--- src/rtl/pipe_pkg.sv ---
// Shared definitions for the pipeline interlock.
//   - state encoding of the interlock FSM
//   - register-index width
//   - NOP control word (all control bits cleared) used when a bubble is loaded
//   - reg_match(): one destination-vs-source RAW comparison
package pipe_pkg;

  localparam int REG_W  = 5;
  localparam int CTRL_W = 8;

  localparam logic [CTRL_W-1:0] NOP_CTRL = {CTRL_W{1'b0}};

  typedef enum logic {
    IDLE     = 1'b0,
    MUL_WAIT = 1'b1
  } state_e;

  // Register 0 is hard-wired to zero, so it can never carry a dependency.
  function automatic logic reg_match(input logic [REG_W-1:0] dst,
                                     input logic [REG_W-1:0] src,
                                     input logic             wr);
    return wr & (dst == src) & (src != {REG_W{1'b0}});
  endfunction

endpackage

--- src/rtl/pipeline_interlock_if.sv ---
// Bundle between the control unit / pipeline registers and the interlock.
//   ID instruction info : id_valid, id_rs, id_rt, id_uses_rs, id_uses_rt, id_mul
//   stage destinations  : ex_rd/ex_wr, mem_rd/mem_wr, wb_rd/wb_wr
//   interlock controls  : stall_if, bubble_ex, hold_ex, bubble_mem,
//                         mul_start, mul_busy, stall_cycles
// master = pipeline side (drives instruction info), slave = interlock.
interface pipeline_interlock_if
  import pipe_pkg::*;
#(
  parameter int CNT_W = 16
);

  logic             id_valid;
  logic [REG_W-1:0] id_rs;
  logic [REG_W-1:0] id_rt;
  logic             id_uses_rs;
  logic             id_uses_rt;
  logic             id_mul;
  logic [REG_W-1:0] ex_rd;
  logic [REG_W-1:0] mem_rd;
  logic [REG_W-1:0] wb_rd;
  logic             ex_wr;
  logic             mem_wr;
  logic             wb_wr;

  logic             stall_if;
  logic             bubble_ex;
  logic             hold_ex;
  logic             bubble_mem;
  logic             mul_start;
  logic             mul_busy;
  logic [CNT_W-1:0] stall_cycles;

  modport master (
    output id_valid, id_rs, id_rt, id_uses_rs, id_uses_rt, id_mul,
    output ex_rd, mem_rd, wb_rd, ex_wr, mem_wr, wb_wr,
    input  stall_if, bubble_ex, hold_ex, bubble_mem, mul_start, mul_busy,
    input  stall_cycles
  );

  modport slave (
    input  id_valid, id_rs, id_rt, id_uses_rs, id_uses_rt, id_mul,
    input  ex_rd, mem_rd, wb_rd, ex_wr, mem_wr, wb_wr,
    output stall_if, bubble_ex, hold_ex, bubble_mem, mul_start, mul_busy,
    output stall_cycles
  );

endinterface

--- src/rtl/raw_detect.sv ---
// Combinational RAW comparator for one ID source register against the
// destinations in EX, MEM and WB.
//   src, uses           : source register index and its read-enable
//   *_rd, *_wr          : destination index and write enable per stage
//   haz                 : source depends on an in-flight write
// With WB_BYPASS=1 the register file forwards same-cycle writes, so a WB
// match is resolved without stalling.
module raw_detect
  import pipe_pkg::*;
#(
  parameter int WB_BYPASS = 0
) (
  input  logic [REG_W-1:0] src,
  input  logic             uses,
  input  logic [REG_W-1:0] ex_rd,
  input  logic             ex_wr,
  input  logic [REG_W-1:0] mem_rd,
  input  logic             mem_wr,
  input  logic [REG_W-1:0] wb_rd,
  input  logic             wb_wr,
  output logic             haz
);

  logic wb_term_s;

  // WB comparison, suppressed when the register file bypasses the write.
  always_comb begin
    wb_term_s = 1'b0;
    if (WB_BYPASS == 0) begin
      wb_term_s = reg_match(wb_rd, src, wb_wr);
    end else begin
      wb_term_s = 1'b0;
    end
  end

  // Combine the three stage comparisons, gated by actual use of the source.
  always_comb begin
    haz = uses & (reg_match(ex_rd, src, ex_wr) |
                  reg_match(mem_rd, src, mem_wr) |
                  wb_term_s);
  end

endmodule

--- src/rtl/pipeline_interlock.sv ---
// Hazard and stall controller for the 5-stage pipeline.
//   clk  : core clock
//   rst  : asynchronous active-low reset; forces every output to 0
//   bus  : pipeline_interlock_if.slave (ID info, stage destinations in;
//          stall/bubble/hold enables, multiplier control, stall counter out)
// RAW hazards on rs/rt insert ID/EX bubbles while holding IF. A multiply
// freezes IF/ID/EX for MUL_CYCLES-1 cycles and releases in its last EX cycle
// so EX/MEM captures the product.
module pipeline_interlock
  import pipe_pkg::*;
#(
  parameter int MUL_CYCLES = 34,
  parameter int WB_BYPASS  = 0,
  parameter int CNT_W      = 16
) (
  input logic                 clk,
  input logic                 rst,
  pipeline_interlock_if.slave bus
);

  localparam logic [7:0] CNT_INIT  = 8'(MUL_CYCLES - 1);
  localparam bit         MUL_MULTI = (MUL_CYCLES > 1);

  logic             haz_rs_s;
  logic             haz_rt_s;
  logic             raw_s;
  logic             issue_s;
  state_e           state_r;
  state_e           state_nxt_s;
  logic [7:0]       cnt_r;
  logic [7:0]       cnt_nxt_s;
  logic             start_r;
  logic [CNT_W-1:0] stall_cnt_r;

  logic stall_if_s;
  logic bubble_ex_s;
  logic hold_ex_s;
  logic bubble_mem_s;
  logic mul_busy_s;

  raw_detect #(.WB_BYPASS(WB_BYPASS)) u_raw_rs (
    .src    (bus.id_rs),
    .uses   (bus.id_uses_rs),
    .ex_rd  (bus.ex_rd),
    .ex_wr  (bus.ex_wr),
    .mem_rd (bus.mem_rd),
    .mem_wr (bus.mem_wr),
    .wb_rd  (bus.wb_rd),
    .wb_wr  (bus.wb_wr),
    .haz    (haz_rs_s)
  );

  raw_detect #(.WB_BYPASS(WB_BYPASS)) u_raw_rt (
    .src    (bus.id_rt),
    .uses   (bus.id_uses_rt),
    .ex_rd  (bus.ex_rd),
    .ex_wr  (bus.ex_wr),
    .mem_rd (bus.mem_rd),
    .mem_wr (bus.mem_wr),
    .wb_rd  (bus.wb_rd),
    .wb_wr  (bus.wb_wr),
    .haz    (haz_rt_s)
  );

  assign raw_s = bus.id_valid & (haz_rs_s | haz_rt_s);

  // Next-state and stall decode; MUL_WAIT ignores raw because ID is frozen.
  always_comb begin
    state_nxt_s  = state_r;
    cnt_nxt_s    = cnt_r;
    issue_s      = 1'b0;
    stall_if_s   = 1'b0;
    bubble_ex_s  = 1'b0;
    hold_ex_s    = 1'b0;
    bubble_mem_s = 1'b0;
    mul_busy_s   = 1'b0;
    case (state_r)
      IDLE: begin
        if (raw_s) begin
          stall_if_s  = 1'b1;
          bubble_ex_s = 1'b1;
        end else if (bus.id_valid && bus.id_mul) begin
          issue_s = 1'b1;
          // A single-cycle multiply flows like an ALU op: no wait state.
          if (MUL_MULTI) begin
            state_nxt_s = MUL_WAIT;
            cnt_nxt_s   = CNT_INIT;
          end else begin
            state_nxt_s = IDLE;
          end
        end else begin
          state_nxt_s = IDLE;
        end
      end
      MUL_WAIT: begin
        mul_busy_s = 1'b1;
        if (cnt_r != 8'd0) begin
          stall_if_s   = 1'b1;
          hold_ex_s    = 1'b1;
          bubble_mem_s = 1'b1;
          cnt_nxt_s    = cnt_r - 8'd1;
        end else begin
          // Last EX cycle: release everything so EX/MEM takes the product.
          state_nxt_s = IDLE;
        end
      end
      default: begin
        state_nxt_s = IDLE;
        cnt_nxt_s   = 8'd0;
      end
    endcase
  end

  // FSM state, countdown and the one-cycle start pulse (EX cycle of the multiply).
  always_ff @(posedge clk or negedge rst) begin
    if (!rst) begin
      state_r <= IDLE;
      cnt_r   <= 8'd0;
      start_r <= 1'b0;
    end else begin
      state_r <= state_nxt_s;
      cnt_r   <= cnt_nxt_s;
      start_r <= issue_s;
    end
  end

  // Saturating count of cycles in which IF was held.
  always_ff @(posedge clk or negedge rst) begin
    if (!rst) begin
      stall_cnt_r <= {CNT_W{1'b0}};
    end else if (stall_if_s && (stall_cnt_r != {CNT_W{1'b1}})) begin
      stall_cnt_r <= stall_cnt_r + CNT_W'(1);
    end else begin
      stall_cnt_r <= stall_cnt_r;
    end
  end

  // Output gating: the combinational RAW path must also drop during reset.
  always_comb begin
    if (!rst) begin
      bus.stall_if     = 1'b0;
      bus.bubble_ex    = 1'b0;
      bus.hold_ex      = 1'b0;
      bus.bubble_mem   = 1'b0;
      bus.mul_start    = 1'b0;
      bus.mul_busy     = 1'b0;
      bus.stall_cycles = {CNT_W{1'b0}};
    end else begin
      bus.stall_if     = stall_if_s;
      bus.bubble_ex    = bubble_ex_s;
      bus.hold_ex      = hold_ex_s;
      bus.bubble_mem   = bubble_mem_s;
      bus.mul_start    = start_r;
      bus.mul_busy     = mul_busy_s;
      bus.stall_cycles = stall_cnt_r;
    end
  end

endmodule

--- src/flat_wrapper.sv ---
// flat-port wrapper written by rule: the top's interface ports become plain ports
module pipeline_interlock_flat import pipe_pkg::*;
#(
  parameter int MUL_CYCLES = 34,
  parameter int WB_BYPASS  = 0,
  parameter int CNT_W      = 16
)
  (clk, rst, bus_id_valid, bus_id_rs, bus_id_rt, bus_id_uses_rs, bus_id_uses_rt, bus_id_mul, bus_ex_rd, bus_mem_rd, bus_wb_rd, bus_ex_wr, bus_mem_wr, bus_wb_wr, bus_stall_if, bus_bubble_ex, bus_hold_ex, bus_bubble_mem, bus_mul_start, bus_mul_busy, bus_stall_cycles);
  pipeline_interlock_if #(.CNT_W(CNT_W)) bus_i ();
  input logic clk;
  input logic rst;
  input wire logic [$bits(bus_i.id_valid)-1:0] bus_id_valid;
  input wire logic [$bits(bus_i.id_rs)-1:0] bus_id_rs;
  input wire logic [$bits(bus_i.id_rt)-1:0] bus_id_rt;
  input wire logic [$bits(bus_i.id_uses_rs)-1:0] bus_id_uses_rs;
  input wire logic [$bits(bus_i.id_uses_rt)-1:0] bus_id_uses_rt;
  input wire logic [$bits(bus_i.id_mul)-1:0] bus_id_mul;
  input wire logic [$bits(bus_i.ex_rd)-1:0] bus_ex_rd;
  input wire logic [$bits(bus_i.mem_rd)-1:0] bus_mem_rd;
  input wire logic [$bits(bus_i.wb_rd)-1:0] bus_wb_rd;
  input wire logic [$bits(bus_i.ex_wr)-1:0] bus_ex_wr;
  input wire logic [$bits(bus_i.mem_wr)-1:0] bus_mem_wr;
  input wire logic [$bits(bus_i.wb_wr)-1:0] bus_wb_wr;
  output wire logic [$bits(bus_i.stall_if)-1:0] bus_stall_if;
  output wire logic [$bits(bus_i.bubble_ex)-1:0] bus_bubble_ex;
  output wire logic [$bits(bus_i.hold_ex)-1:0] bus_hold_ex;
  output wire logic [$bits(bus_i.bubble_mem)-1:0] bus_bubble_mem;
  output wire logic [$bits(bus_i.mul_start)-1:0] bus_mul_start;
  output wire logic [$bits(bus_i.mul_busy)-1:0] bus_mul_busy;
  output wire logic [$bits(bus_i.stall_cycles)-1:0] bus_stall_cycles;
  assign bus_i.id_valid = bus_id_valid;
  assign bus_i.id_rs = bus_id_rs;
  assign bus_i.id_rt = bus_id_rt;
  assign bus_i.id_uses_rs = bus_id_uses_rs;
  assign bus_i.id_uses_rt = bus_id_uses_rt;
  assign bus_i.id_mul = bus_id_mul;
  assign bus_i.ex_rd = bus_ex_rd;
  assign bus_i.mem_rd = bus_mem_rd;
  assign bus_i.wb_rd = bus_wb_rd;
  assign bus_i.ex_wr = bus_ex_wr;
  assign bus_i.mem_wr = bus_mem_wr;
  assign bus_i.wb_wr = bus_wb_wr;
  assign bus_stall_if = bus_i.stall_if;
  assign bus_bubble_ex = bus_i.bubble_ex;
  assign bus_hold_ex = bus_i.hold_ex;
  assign bus_bubble_mem = bus_i.bubble_mem;
  assign bus_mul_start = bus_i.mul_start;
  assign bus_mul_busy = bus_i.mul_busy;
  assign bus_stall_cycles = bus_i.stall_cycles;
  pipeline_interlock #(.MUL_CYCLES(MUL_CYCLES), .WB_BYPASS(WB_BYPASS), .CNT_W(CNT_W)) u_core (.clk(clk), .rst(rst), .bus(bus_i));
endmodule
--- config.mk ---
export PLATFORM = sky130hd
export DESIGN_NAME = pipeline_interlock_flat
export DESIGN_NICKNAME = d
export VERILOG_FILES = /design/src/rtl/pipe_pkg.sv /design/src/rtl/pipeline_interlock_if.sv /design/src/rtl/raw_detect.sv /design/src/rtl/pipeline_interlock.sv /design/src/flat_wrapper.sv
export SDC_FILE = /design/constraint.sdc
export NUM_CORES = 1
export LEC_CHECK = 0
export ABC_CLOCK_PERIOD_IN_PS = 4300
export CORE_MARGIN = 3
export CORE_UTILIZATION = 42
export CTS_BUF_LIST = sky130_fd_sc_hd__clkbuf_8
export CTS_CLUSTER_SIZE = 25
export DETAILED_ROUTE_END_ITERATION = 10
export PLACE_DENSITY = 0.73
export SETUP_SLACK_MARGIN = 0.1
export SYNTH_ARGS = -nofsm -noshare
export SYNTH_HDL_FRONTEND = slang
export SYNTH_HIERARCHICAL = 1
export SYNTH_SLANG_ARGS = --single-unit
--- constraint.sdc ---
create_clock -name clk -period 4.3 [get_ports clk]
set_input_delay 0.86 -clock clk [delete_from_list [all_inputs] [get_ports clk]]
set_output_delay 0.86 -clock clk [all_outputs]
set_load 0.03 [all_outputs]
* After elaboration in Yosys (flattened, before gate mapping)
Index checks and enable logic that the tools add are counted.
W data, S select, Z words.
** Word-level totals
- Output and inout bits :: 22
- Flip-flop bits (word level) :: 26
- Logic and storage cells :: 63
- Input port bits :: 34
** Operators by class
- Mux-type cells :: 20
- $add $sub $neg :: 2
- Bitwise operators :: 21
- Equal/unequal tests :: 10
- Reductions and logical operators :: 6
** Operators with widths (number)
- $eq A5 B5 Y1 :: 6
- $mux W8 :: 3
- $add A16 B1 Y16 const B :: 1
- $mux W16 :: 1
- $ne A16 B16 Y1 const B :: 1
- $pmux W8 S2 :: 1
- $and A1 B1 Y1 :: 15
- $mux W1 :: 13
- $reduce_bool A5 Y1 :: 2
- $reduce_bool A8 Y1 :: 1
- $sub A8 B1 Y8 const B :: 1
- $or A1 B1 Y1 :: 5
- $ne A2 B2 Y1 const B :: 2
- $pmux W1 S2 :: 2
- $reduce_and A3 Y1 :: 1
- $logic_and A1 B1 Y1 :: 2
- $ne A2 B1 Y1 const B :: 1
- $not A1 Y1 :: 1

* Depth between registers and ports, before layout
Gate-level depths: netlist of run 1.
- Depth after elaboration :: 11
- Mapped depth :: 10
- Depth with buffers taken out :: 9

* Modules after synthesis
Netlist of run 1, hierarchy kept.
** Modules (own cells, without submodules)
- pipeline_interlock :: cells an instance 145, area an instance 1408.9 sq um, times used 1, seq. area each 650.6 sq um
- raw_detect :: cells an instance 24, area an instance 190.2 sq um, times used 2, seq. area each 0.0 sq um

* Least setup slack after synthesis of run 1
Ideal clock, no wire load.
- Kind :: input to output
- Start :: input bus_id_rt[0]
- End :: output bus_stall_if
- Arrival time :: 2.565 ns
- Setup slack :: 0.875 ns
- Required time :: 3.440 ns
- Buffers on the path :: 0
- Stages on the path :: 8
- Path through :: xor2_1 > nor4_2 > nand3_1 > a31oi_1 > nor2_1 > nor3b_1 > and2_1 > or2_2
** On the way
- Cells in the longest elaborated chain, start to end :: 11
- Elaborated cells between the ends (all ways) :: 18
- Classes of those cells :: 3 x eq/ne; 3 x mux; 11 x bitwise; 1 x reduce/logical
** Ends and longest elaborated chain
- start: declaration :: line flat_wrapper.sv:14 : input wire logic [$bits(bus_i.id_rt)-1:0] bus_id_rt;
- $eq A5 B5 Y1 :: line pipe_pkg.sv:22 : return wr & (dst == src) & (src != {REG_W{1'b0}});
- $and A1 B1 Y1 (2 in a row) :: line pipe_pkg.sv:22
- $or A1 B1 Y1 :: line raw_detect.sv:38 : haz = uses & (reg_match(ex_rd, src, ex_wr) |
- $or A1 B1 Y1 * :: line raw_detect.sv:39 : reg_match(mem_rd, src, mem_wr) |
- $and A1 B1 Y1 * :: line raw_detect.sv:38
- named net u_core.haz_rt_s :: line pipeline_interlock.sv:25 : logic haz_rt_s;
- $or A1 B1 Y1 * :: line pipeline_interlock.sv:65 : assign raw_s = bus.id_valid & (haz_rs_s | haz_rt_s);
- $and A1 B1 Y1 * :: line pipeline_interlock.sv:65
- $mux W1 * :: line pipeline_interlock.sv:79 : if (raw_s) begin
- $pmux W1 S2 * :: line pipeline_interlock.sv:77 : case (state_r)
- $mux W1 * :: line pipeline_interlock.sv:140 : if (!rst) begin
- end: declaration :: line flat_wrapper.sv:24 : output wire logic [$bits(bus_i.stall_if)-1:0] bus_stall_if;
The timed path passes the listed nets; every way through them passes the cells marked *.

* Worst setup path in the final report of run 1
- Start :: input bus_id_rs[2]
- End :: output bus_stall_if
** On the way
- Cells in the longest elaborated chain, start to end :: 11
- Elaborated cells between the ends (all ways) :: 18
- Classes of those cells :: 3 x eq/ne; 3 x mux; 11 x bitwise; 1 x reduce/logical
** Ends and longest elaborated chain
- start: declaration :: line flat_wrapper.sv:13 : input wire logic [$bits(bus_i.id_rs)-1:0] bus_id_rs;
- $eq A5 B5 Y1 :: line pipe_pkg.sv:22
- $and A1 B1 Y1 (2 in a row) :: line pipe_pkg.sv:22
- $or A1 B1 Y1 :: line raw_detect.sv:38
- $or A1 B1 Y1 * :: line raw_detect.sv:39
- $and A1 B1 Y1 * :: line raw_detect.sv:38
- named net u_core.haz_rs_s :: line pipeline_interlock.sv:24 : logic haz_rs_s;
- $or A1 B1 Y1 * :: line pipeline_interlock.sv:65
- $and A1 B1 Y1 * :: line pipeline_interlock.sv:65
- $mux W1 * :: line pipeline_interlock.sv:79
- $pmux W1 S2 * :: line pipeline_interlock.sv:77
- $mux W1 * :: line pipeline_interlock.sv:140
Marked as above.

==> impl_results.md, run 1 <==
- Total negative slack for setup checks: 0 ns
- Measured slew at the worst slew-check pin: between 0.4 and 0.5 ns
- Worst hold margin: 0.485 ns
- Data required time of the worst path: roughly 3.4 ns
- Number of setup violations in the final report: 0
- Most common cell after layout, fill and taps aside: sky130_fd_sc_hd__clkdlybuf4s50_1
- Number of flops mapped to enable cells by yosys: 0
- Top-Level Pins: between 50 and 60
- Area Growth Syn to Fin: 36.2%
- Remaining number of nets flagged by the antenna check after routing: 0
- Vias in the first global route: 1429
- Die H: 71.3 µm
- Cell with the biggest individual delay on the critical path: sky130_fd_sc_hd__clkdlybuf4s50_1
- Final estimated routing congestion in global placement: ~0.94
- Status: finished, final reports clean
- Clock tree from TritonCTS: built
- Max-slew headroom: around 70%
- Prevailing post-synth register cell: sky130_fd_sc_hd__dfrtp_1
- End-of-flow core utilization: between 60% and 70%
- Commonest cells after routing, fill and taps aside: sky130_fd_sc_hd__clkdlybuf4s50_1, sky130_fd_sc_hd__xor2_1, sky130_fd_sc_hd__dfrtp_1, sky130_fd_sc_hd__and2_1, sky130_fd_sc_hd__nor2_1
- Maximum number of pins on one net before global-route repair: 47
- Footprint of the multi-input gates: between 1000 and 1500 µm²
- Final-report max-slew violation count: 0
- Summed instance area of the synthesized netlist: 1790 µm²
- Post-synthesis area per instance: 9.27 µm²
- Critical Path Source Type: input port
- Worst-path clk slew: ~0.080 ns
- Crit share post-route: 91.9%
- Share of flip-flops with an asynchronous set or reset after synthesis: 100%
- Post-detailed-route wirelength per cell: between 10 and 15 µm
- Pre-antenna DRT Iters: 4
- Wire length reported by the detailed router: between 3000 and 4000 µm
- Inserted Diodes: 0
- Synthesis-stage register bit count: 26
- First-pass GRT wire length: just over 6000 µm
- Number of hold-slack violations in the final timing report: 0
- Filler cell count: 376
- Maximum achievable frequency: 0.253 GHz
- Data arrival time at the worst-slack endpoint: 3.09 ns
- Kind of cell adding the most delay to the critical path: simple AND/OR/NAND/NOR gates
- Synthesized netlist cell count: between 150 and 200
- Fraction of final layout cells with drive strength greater than 1: 6.85%
- Net count of the finished layout: 287
- GRT Util Overall: 15.0%
- Adder and majority gate portion of the synthesized area: about 2.1%
- Post-detailed-placement half-perimeter wirelength: ~3000 µm
- YS warnings: 6
- Via count normalized by instance count: 4.98
- Largest stage delay on the critical path: a little over 0.5 ns
- Iteration-0 DRC Markers: 44
- Clock latency on the worst-skew pair: 0.26 ns
- Xor/xnor cell area share of the yosys netlist: 22.5%
- Clock buffers created by TritonCTS: 3
- Buffer cell driving the clock tree root: sky130_fd_sc_hd__clkbuf_8
- Crit path capture type: output pin
- CTS resizes: 0
- Share of cell area taken by muxes after synthesis: under 10%
- Width of the die: between 70 and 80 µm
- Area fraction in compound gates after synthesis: under 10%
- Setup repair after global routing missed its margin: false
- Fin area: around 2400 µm²
- Crit path kind: in2out
- Sequential element share of the synthesized area: a little over a third
- Setup WS pre-CTS: approximately 0.34 ns
- Cell area reported after detailed placement: ~2400 µm²
- Pwr dens: 408 nW/µm²
- Via count: 1484
- Static Leak: ~1.0 nW
- Initial standard-cell utilization of the core: 44.1%
- Setup bufs post-CTS: 0
- Final worst path period need: ~4.0 ns
- Tightest Hold Check Type: reg2reg
- Post-route DRC violation count: 0
- Critical Path, Cell by Cell: clkdlybuf4s50_1 > xor2_1 > nor4_1 > nand3_1 > a31oi_1 > nor2_1 > nor3b_1 > and2_1 > or2_2 > buf_4
- Count of different cell masters after synthesis: 42
- Number of buffers between clock root and the deepest sink: 2
- Number of antenna violations at the first check in global routing: 0
- Total Die Area: ~5100 µm²
- Combined flip-flop and latch cell area: 651 µm²
- Hold_buf cts: 0
- H-tree depth: 1
- Count of standard-cell rows: 23
- Max Fanout on Critical Path: 4
- Post-Syn Nets: 230
- Placeable core region: just over 4000 µm²
- GRT overflow: 0
- Critical path buffers and inverters: 2
- Setup clock skew after layout: 0.00382 ns
- Number of buffer cells added on primary ports: between 50 and 60
- Fraction of the mapped netlist area in simple logic gates: approximately 28%
- Number of sinks on the clock net: 26
- Slack of the critical path: about 0.35 ns
- Peak VDD IR: about 0.00023 V
- Main combinational cell family by area after synthesis: simple AND/OR/NAND/NOR gates
- Count of max-cap constraint violations: 0
power breakdown:
group          switching (W)  internal [W]
clock              0.0000706     0.0000627
combinational       0.000238      0.000217
sequential         0.0000844      0.000322
total               0.000393      0.000601
per-stage QoR:
| stage | cells | power, W |
|---|---|---|
| after floorplan | 193 | 0.000713 |
| after global routing | 298 | 0.00106 |
| final | 298 | 0.000995 |
| after CTS | 298 | 0.00100 |
| after global placement | 295 | 0.000855 |
| after detailed placement | 295 | 0.000867 |
kinds of logic after synthesis:
family                     count (synthesis)
and+or+nand+nor                           86
xor gates and xnor gates                  46
DFF                                       26
AOI/OAI and AO/OA                         17
buffers and inverters                     12
muxes                                      3
adders and majority gates                  3
synthesized netlist by cell type (2+ instances only):
cell type	count	area share [%]
sky130_fd_sc_hd__o21ai_1	3	0.84
sky130_fd_sc_hd__nand2_1	5	1.0
sky130_fd_sc_hd__nor3_1	10	2.8
sky130_fd_sc_hd__buf_4	2	0.84
sky130_fd_sc_hd__inv_1	6	1.3
sky130_fd_sc_hd__or4_1	2	0.84
sky130_fd_sc_hd__or2_2	2	0.70
sky130_fd_sc_hd__and2_1	20	7.0
sky130_fd_sc_hd__ha_1	3	2.1
sky130_fd_sc_hd__clkbuf_1	3	0.63
sky130_fd_sc_hd__a31oi_1	2	0.70
sky130_fd_sc_hd__o21ai_0	4	1.1
sky130_fd_sc_hd__xnor2_1	9	4.4
sky130_fd_sc_hd__dfrtp_1	26	36
sky130_fd_sc_hd__a21oi_1	2	0.56
sky130_fd_sc_hd__nor2_1	15	3.1
sky130_fd_sc_hd__xor2_1	37	18
sky130_fd_sc_hd__nand3_1	14	3.9
sky130_fd_sc_hd__nor4_2	2	1.4
sky130_fd_sc_hd__nor4_1	4	1.4
worst paths after layout:
check | startpoint | to | slack, ns | depth (start not counted)
min | u_core/stall_cnt_r[12] | u_core/stall_cnt_r[12] | 0.49 | 1
max in group asynchronous | rst | u_core/cnt_r[1] | 3.17 | 2
min in group asynchronous | rst | u_core/stall_cnt_r[8] | 0.96 | 2
max | bus_id_rs[2] | bus_stall_if | 0.35 | 10
max reg2reg | u_core/cnt_r[4] | u_core/stall_cnt_r[1] | 1.99 | 5
min reg2reg | u_core/stall_cnt_r[12] | u_core/stall_cnt_r[12] | 0.49 | 1
layout make-up:
type                            instances  area share (%)
Inverter                                6           0.924
Timing Repair Buffer                   58            23.8
Tap cell                               50            2.57
Multi-Input combinational cell        155            44.3
Sequential cell                        26            26.7
Clock buffer                            3            1.69
registers in the layout, summed over array words and instances, names as in the netlist:
| signal | flops |
|---|---|
| u_core/cnt_r | 8 |
| u_core/start_r | 1 |
| u_core/state_r | 1 |
| u_core/stall_cnt_r | 16 |
per-layer routing:
layer,up-vias,routed length (µm),global-route usage [%]
met5,-,0,0
met4,0,44,5.01
met3,4,253,3.65
met2,50,1670,23.6
met1,662,1750,20.4
li1,768,-,-
Note: power is estimated with default switching activity, not from simulation.
==> inputs of run 2 (changes only) <==
--- a/config.mk
+++ b/config.mk
@@ -5,13 +5,13 @@
 export SDC_FILE = /design/constraint.sdc
 export NUM_CORES = 1
 export LEC_CHECK = 0
-export ABC_CLOCK_PERIOD_IN_PS = 4300
+export ABC_CLOCK_PERIOD_IN_PS = 3260
 export CORE_MARGIN = 3
 export CORE_UTILIZATION = 42
 export CTS_BUF_LIST = sky130_fd_sc_hd__clkbuf_8
 export CTS_CLUSTER_SIZE = 25
 export DETAILED_ROUTE_END_ITERATION = 10
-export PLACE_DENSITY = 0.73
+export PLACE_DENSITY = 0.75
 export SETUP_SLACK_MARGIN = 0.1
 export SYNTH_ARGS = -nofsm -noshare
 export SYNTH_HDL_FRONTEND = slang
==> constraint.sdc (replaced) <==
create_clock -name clk -period 3.26 [get_ports clk]
set_input_delay 0.652 -clock clk [delete_from_list [all_inputs] [get_ports clk]]
set_output_delay 0.652 -clock clk [all_outputs]
set_load 0.03 [all_outputs]
==> impl_results.md, run 2 (synthesized netlist as in run 1, its figures left out) <==
- Crit Reg-Reg Startpoint: u_core/cnt_r[4]
- Setup repair after global routing missed its margin: false
- Vias in the first global route: 1477 (+3.4%)
- Count of max-cap constraint violations: 0 (unchanged)
- Hold_buf cts: 0 (unchanged)
- Net switching fraction of the power: 40.1% (+0.55 points)
- Maximum achievable frequency: 0.323 GHz
- First-pass GRT wire length: 6710 µm (+8.1%)
- Measured slew at the worst slew-check pin: 0.440 ns (+0.0211 ns)
- Area Growth Syn to Fin: 38.3%
- Hold EP: u_core/stall_cnt_r[12]
- Reg2Reg Setup Slack: 0.67 ns (-1.32 ns)
- Filler cell count: 367 (-2.4%)
- Via count normalized by instance count: 5.06 (+1.5%)
- Static Leak: 1.18 nW (+16%)
- Iteration-0 DRC Markers: 82 (+86%)
- Final estimated routing congestion in global placement: 0.925 (-1.7%)
- Number of buffer cells added on primary ports: 55 (unchanged)
- Tightest Hold Check Type: reg2reg
- Most common cell after layout, fill and taps aside: sky130_fd_sc_hd__xor2_1
- Comb pwr share: 45.9% (about the same)
- Clock tree from TritonCTS: built
- Wire length reported by the detailed router: 3940 µm (+5.9%)
- Number of antenna violations at the first check in global routing: 0 (unchanged)
- GRT Util Overall: 16.1% (+1.0 points)
- Top-Level Pins: 56 (unchanged)
- Data arrival time at the worst-slack endpoint: 2.44 ns (-0.65 ns)
- Crit path capture type: output pin
- Post-detailed-route wirelength per cell: 12.8 µm (+2.4%)
- Pwr dens: 529 nW/µm² (+30%)
- Cell area reported after detailed placement: 2400 µm² (+0.21%)
- Slack of the critical path: 0.167 ns (-0.180 ns)
- Commonest cells after routing, fill and taps aside: sky130_fd_sc_hd__xor2_1, sky130_fd_sc_hd__buf_4, sky130_fd_sc_hd__dfrtp_1, sky130_fd_sc_hd__and2_1, sky130_fd_sc_hd__nor2_1
- Clock buffers created by TritonCTS: 3 (unchanged)
- Worst reg-to-reg path cell count: 6 (+1)
- Fin area: 2470 µm² (+1.6%)
- Max-slew headroom: 70.7% (-1.1 points)
- Peak VDD IR: 0.000293 V (+28%)
- Fraction of final layout cells with drive strength greater than 1: 22.9% (+16 points)
- Status: finished, final reports clean
- Origin of the worst min-delay path: u_core/stall_cnt_r[12]
- Remaining number of nets flagged by the antenna check after routing: 0 (unchanged)
- Share of power burned in the clock network: 13.2% (-0.2 points)
- Buffer cell driving the clock tree root: sky130_fd_sc_hd__clkbuf_8
- Number of instances in the placed design: 304 (+3.1%)
- Critical Path Source Type: input port
- Crit share post-route: between 90% and 100%
- Width of the die: 71.3 µm (unchanged)
- Number of sinks on the clock net: 26 (unchanged)
- H-tree depth: 1 (unchanged)
- Number of hold-slack violations in the final timing report: 0 (unchanged)
- Total chip power: 0.00131 W (+32%)
- Total Die Area: 5080 µm² (unchanged)
- R2R Path End: u_core/stall_cnt_r[1]
- Number of stages on the worst hold path: 1 (unchanged)
- Number of setup violations in the final report: 0 (unchanged)
- Data required time of the worst path: 2.61 ns (-0.83 ns)
- Max Fanout on Critical Path: 4 (unchanged)
- Clock latency on the worst-skew pair: 0.26 ns (about the same)
- Pre-antenna DRT Iters: 4 (unchanged)
- Largest Register: u_core/stall_cnt_r
- Sequential fraction of design power: 41.0% (+0.2 points)
- Placeable core region: 4060 µm² (unchanged)
- Setup clock skew after layout: 0.00304 ns (-0.000780 ns)
- Post-detailed-placement half-perimeter wirelength: 3220 µm (+6.8%)
- GRT overflow: 0 (unchanged)
- Net Sw Power: 0.000525 W (+34%)
- Post-route DRC violation count: 0 (unchanged)
- Crit path kind: in2out
- Cell-internal power: 0.000785 W (+31%)
- Final worst path period need: 3.09 ns
- Setup WS pre-CTS: -0.149 ns (-0.486 ns)
- Inserted Diodes: 0 (unchanged)
- Die H: 71.3 µm (unchanged)
- Worst hold margin: 0.487 ns (+0.00142 ns)
- Initial standard-cell utilization of the core: 44.1% (unchanged)
- Count of standard-cell rows: 23 (unchanged)
- Maximum number of pins on one net before global-route repair: 24 (-49%)
- Final-report max-slew violation count: 0 (unchanged)
- Via count: 1557 (+4.9%)
- Worst-path clk slew: 0.08 ns (about the same)
- Number of flip-flops in the largest register: 16 (unchanged)
- Net count of the finished layout: 297 (+3.5%)
- Final cell count without fillers: 308 (+3.4%)
- Top flop regs: u_core/stall_cnt_r: 16 flops, u_core/cnt_r: 8 flops
- Number of buffers between clock root and the deepest sink: 2 (unchanged)
## run 2: cell count changes in the layout (fill, tap and decap cells not counted), sizes merged
| cell | change |
|---|---|
| clkbuf | +4 |
| dlymetal6s2s | +6 |
| dlygate4sd2 | +11 |
| clkdlybuf4s50 | -41 |
| buf | +30 |
## run 2: metal layers
layer  GRT usage, %  wire length, µm
met1           23.9             1930
met2           24.6             1760
met4           3.76               29
met5              0                0
met3           2.52              218
## run 2: per-stage QoR
stage | util [%] | setup TNS [ns]
5_1_grt | 61.0 | 0
3_5_place_dp | 59.1 | -0.389
2_1_floorplan | - | 0
3_3_place_gp | 59.1 | -0.295
6_report | 61.0 | 0
4_1_cts | 60.6 | 0
## run 2: final cells by class
type / count / area [µm²] / area share (%)
multi-input cells: 155 / 1120 / 45.1
flip-flops and latches: 26 / 651 / 26.3
repair buffers: 68 / 582 / 23.5
well taps: 50 / 62.6 / 2.53
clock buffers: 3 / 41.3 / 1.67
inverters: 6 / 22.5 / 0.910
## run 2: worst max-delay path, stage by stage
cell and delay, ns:
sky130_fd_sc_hd__dlygate4sd2_1 0.30, sky130_fd_sc_hd__or4_4 0.52, sky130_fd_sc_hd__o21ai_2 0.13, sky130_fd_sc_hd__a31oi_1 0.05, sky130_fd_sc_hd__nor2_1 0.14, sky130_fd_sc_hd__nor3b_2 0.07, sky130_fd_sc_hd__and2_4 0.16, sky130_fd_sc_hd__or2_2 0.27
sky130_fd_sc_hd__buf_6 0.14
## run 2: power groups by stage
stage                     Sequential, W  Combinational, W  Clock (W)
after global routing           0.000555          0.000670   0.000192
after global placement         0.000537          0.000591          0
final                          0.000537          0.000601   0.000172
after detailed placement       0.000543          0.000602          0
after CTS                      0.000537          0.000605   0.000181
after floorplan                0.000512          0.000428          0
## run 2: repair_timing
action                     in CTS  in global routing
pin swaps                       8                 10
gates resized for setup        22                 17
buffers inserted                0                  1
gates cloned                    0                  0
setup endpoints to repair       2                  2
## run 2: worst max-delay path by stage
stage                       startpoint            to  cells after the start  slack, ns
after floorplan           bus_id_rt[0]  bus_stall_if                      8       0.25
after global placement    bus_id_rs[3]  bus_stall_if                     10      -0.12
after detailed placement  bus_id_rt[2]  bus_stall_if                     10      -0.15
after CTS                 bus_wb_rd[0]  bus_stall_if                     10       0.10
after global routing      bus_id_rt[2]  bus_stall_if                     10       0.08
final                     bus_id_rs[4]  bus_stall_if                      9       0.17
==> inputs of run 3 (changes only) <==
--- a/config.mk
+++ b/config.mk
@@ -11,8 +11,10 @@
 export CTS_BUF_LIST = sky130_fd_sc_hd__clkbuf_8
 export CTS_CLUSTER_SIZE = 25
 export DETAILED_ROUTE_END_ITERATION = 10
+export HOLD_SLACK_MARGIN = 0.05
 export PLACE_DENSITY = 0.75
 export SETUP_SLACK_MARGIN = 0.1
+export SKIP_CTS_REPAIR_TIMING = 1
 export SYNTH_ARGS = -nofsm -noshare
 export SYNTH_HDL_FRONTEND = slang
 export SYNTH_HIERARCHICAL = 1
==> impl_results.md, run 3 (synthesized netlist as in run 1, its figures left out) <==
- Most common cell after layout, fill and taps aside: sky130_fd_sc_hd__xor2_1
- GRT overflow: 0 (unchanged)
- Pre-antenna DRT Iters: 4 (unchanged)
- Cell area reported after detailed placement: 2400 µm² (unchanged)
- Post-route DRC violation count: 0 (unchanged)
- Number of sinks on the clock net: 26 (unchanged)
- Fin area: 2530 µm² (+2.4%)
- Inserted Diodes: 0 (unchanged)
- Critical Path Source Type: input port
- Placeable core region: 4060 µm² (unchanged)
- End-of-flow core utilization: 62.5% (+1.5 points)
- Iteration-0 DRC Markers: 96 (+17%)
- Width of the die: 71.3 µm (unchanged)
- Crit path capture type: output pin
- Data required time of the worst path: 2.61 ns (about the same)
- Top flop regs: u_core/stall_cnt_r: 16 flops, u_core/cnt_r: 8 flops
- Worst hold margin: 0.487 ns (-0.0000250 ns)
- Final estimated routing congestion in global placement: 0.925 (unchanged)
- Remaining number of nets flagged by the antenna check after routing: 0 (unchanged)
- Worst-path clk slew: 0.08 ns (about the same)
- Maximum number of pins on one net before global-route repair: 24 (unchanged)
- Buffer cell driving the clock tree root: sky130_fd_sc_hd__clkbuf_8
- Max Fanout on Critical Path: 4 (unchanged)
- Clock buffers created by TritonCTS: 3 (unchanged)
- Die H: 71.3 µm (unchanged)
- Vias in the first global route: 1488 (+0.74%)
- Setup clock skew after layout: 0.00317 ns (+0.000130 ns)
- Number of flip-flops in the largest register: 16 (unchanged)
- Count of standard-cell rows: 23 (unchanged)
- Via count: 1556 (-0.064%)
- Tightest Hold Check Type: reg2reg
- Post-detailed-route wirelength per cell: 13.2 µm (+3.5%)
- Static Leak: 1.30 nW (+9.9%)
- Clock tree from TritonCTS: built
- Commonest cells after routing, fill and taps aside: sky130_fd_sc_hd__xor2_1, sky130_fd_sc_hd__buf_4, sky130_fd_sc_hd__dfrtp_1, sky130_fd_sc_hd__dlymetal6s2s_1, sky130_fd_sc_hd__and2_1
- Reg2Reg Setup Slack: 0.67 ns (about the same)
- GRT Util Overall: 16.0% (-0.059 points)
- Crit share post-route: 94.6% (-0.26 points)
- Number of buffer cells added on primary ports: 55 (unchanged)
- Final-report max-slew violation count: 0 (unchanged)
- Final worst path period need: 3.08 ns (-0.00849 ns)
- Measured slew at the worst slew-check pin: 0.440 ns (-0.000000119 ns)
- Number of buffers between clock root and the deepest sink: 2 (unchanged)
- First-pass GRT wire length: 6690 µm (-0.40%)
- Net count of the finished layout: 297 (unchanged)
- Max-slew headroom: 70.7% (unchanged)
- Status: finished, final reports clean
- Post-detailed-placement half-perimeter wirelength: 3220 µm (unchanged)
- Top-Level Pins: 56 (unchanged)
- Total Die Area: 5080 µm² (unchanged)
- Maximum achievable frequency: 0.324 GHz (+0.28%)
- Number of antenna violations at the first check in global routing: 0 (unchanged)
- Number of setup violations in the final report: 0 (unchanged)
- Via count normalized by instance count: 5.05 (about the same)
- Peak VDD IR: 0.000291 V (-0.69%)
- Data arrival time at the worst-slack endpoint: 2.43 ns (about the same)
- Initial standard-cell utilization of the core: 44.1% (unchanged)
- Filler cell count: 351 (-4.4%)
- Clock latency on the worst-skew pair: 0.26 ns (about the same)
- H-tree depth: 1 (unchanged)
- Setup repair after global routing missed its margin: false
- Wire length reported by the detailed router: 4080 µm (+3.5%)
- Fraction of final layout cells with drive strength greater than 1: 20.2% (-2.7 points)
- Pwr dens: 518 nW/µm² (-2.1%)
- Count of max-cap constraint violations: 0 (unchanged)
- Area Growth Syn to Fin: 41.7%
- Number of hold-slack violations in the final timing report: 0 (unchanged)
- Crit path kind: in2out
- Largest Register: u_core/stall_cnt_r
-- run 3: final timing paths --
check	startpoint	end	cells after the start
worst max-delay path	bus_id_rs[3]	bus_stall_if	9
worst min-delay path	u_core/stall_cnt_r[12]	u_core/stall_cnt_r[12]	1
worst max register to register	u_core/cnt_r[4]	u_core/stall_cnt_r[1]	6
worst min register to register	u_core/stall_cnt_r[12]	u_core/stall_cnt_r[12]	1
max in group asynchronous	rst	u_core/cnt_r[1]	2
min in group asynchronous	rst	u_core/stall_cnt_r[8]	2
-- run 3: area by class of cell --
cell class / count / area, µm² / area share, %
sequential: 26 / 651 / 25.7
clock buffer: 3 / 41.3 / 1.63
multi-input combinational: 155 / 1100 / 43.6
timing repair buffer: 68 / 653 / 25.8
tap: 50 / 62.6 / 2.47
inverter: 6 / 22.5 / 0.888
-- run 3: through the flow --
step                      std cells  total power, W  setup TNS (ns)  worst slack (ns)
after floorplan                 193        0.000940               0             0.251
after global placement          304         0.00113          -0.295            -0.116
after detailed placement        304         0.00115          -0.389            -0.149
after CTS                       307         0.00132          -0.336            -0.168
after global routing            308         0.00142               0            0.0636
final                           308         0.00131               0             0.175
-- run 3: report_power, final --
part	total [W]	leakage [nW]	internal, W	switching (W)
clock network	0.000172	0.0216	0.0000825	0.0000897
logic	0.000604	0.951	0.000282	0.000322
registers	0.000537	0.327	0.000424	0.000113
total	0.00131	1.30	0.000789	0.000525
-- run 3: layer usage --
layer  share of wire [%]  GRT usage (%)  vias up
li1                    -              -      785
met2                  45           24.4       50
met3                 5.6           2.52        6
met5                   0              0        -
met1                  48           23.6      715
met4                 1.3           4.38        0
-- run 3: worst max-delay path, cell delays in order --
cell                             delay (ns)
sky130_fd_sc_hd__dlymetal6s2s_1        0.19
sky130_fd_sc_hd__or4_1                 0.58
sky130_fd_sc_hd__o21ai_1               0.15
sky130_fd_sc_hd__a31oi_1               0.05
sky130_fd_sc_hd__nor2_1                0.16
sky130_fd_sc_hd__nor3b_2               0.08
sky130_fd_sc_hd__and2_4                0.16
sky130_fd_sc_hd__or2_2                 0.27
sky130_fd_sc_hd__buf_6                 0.14
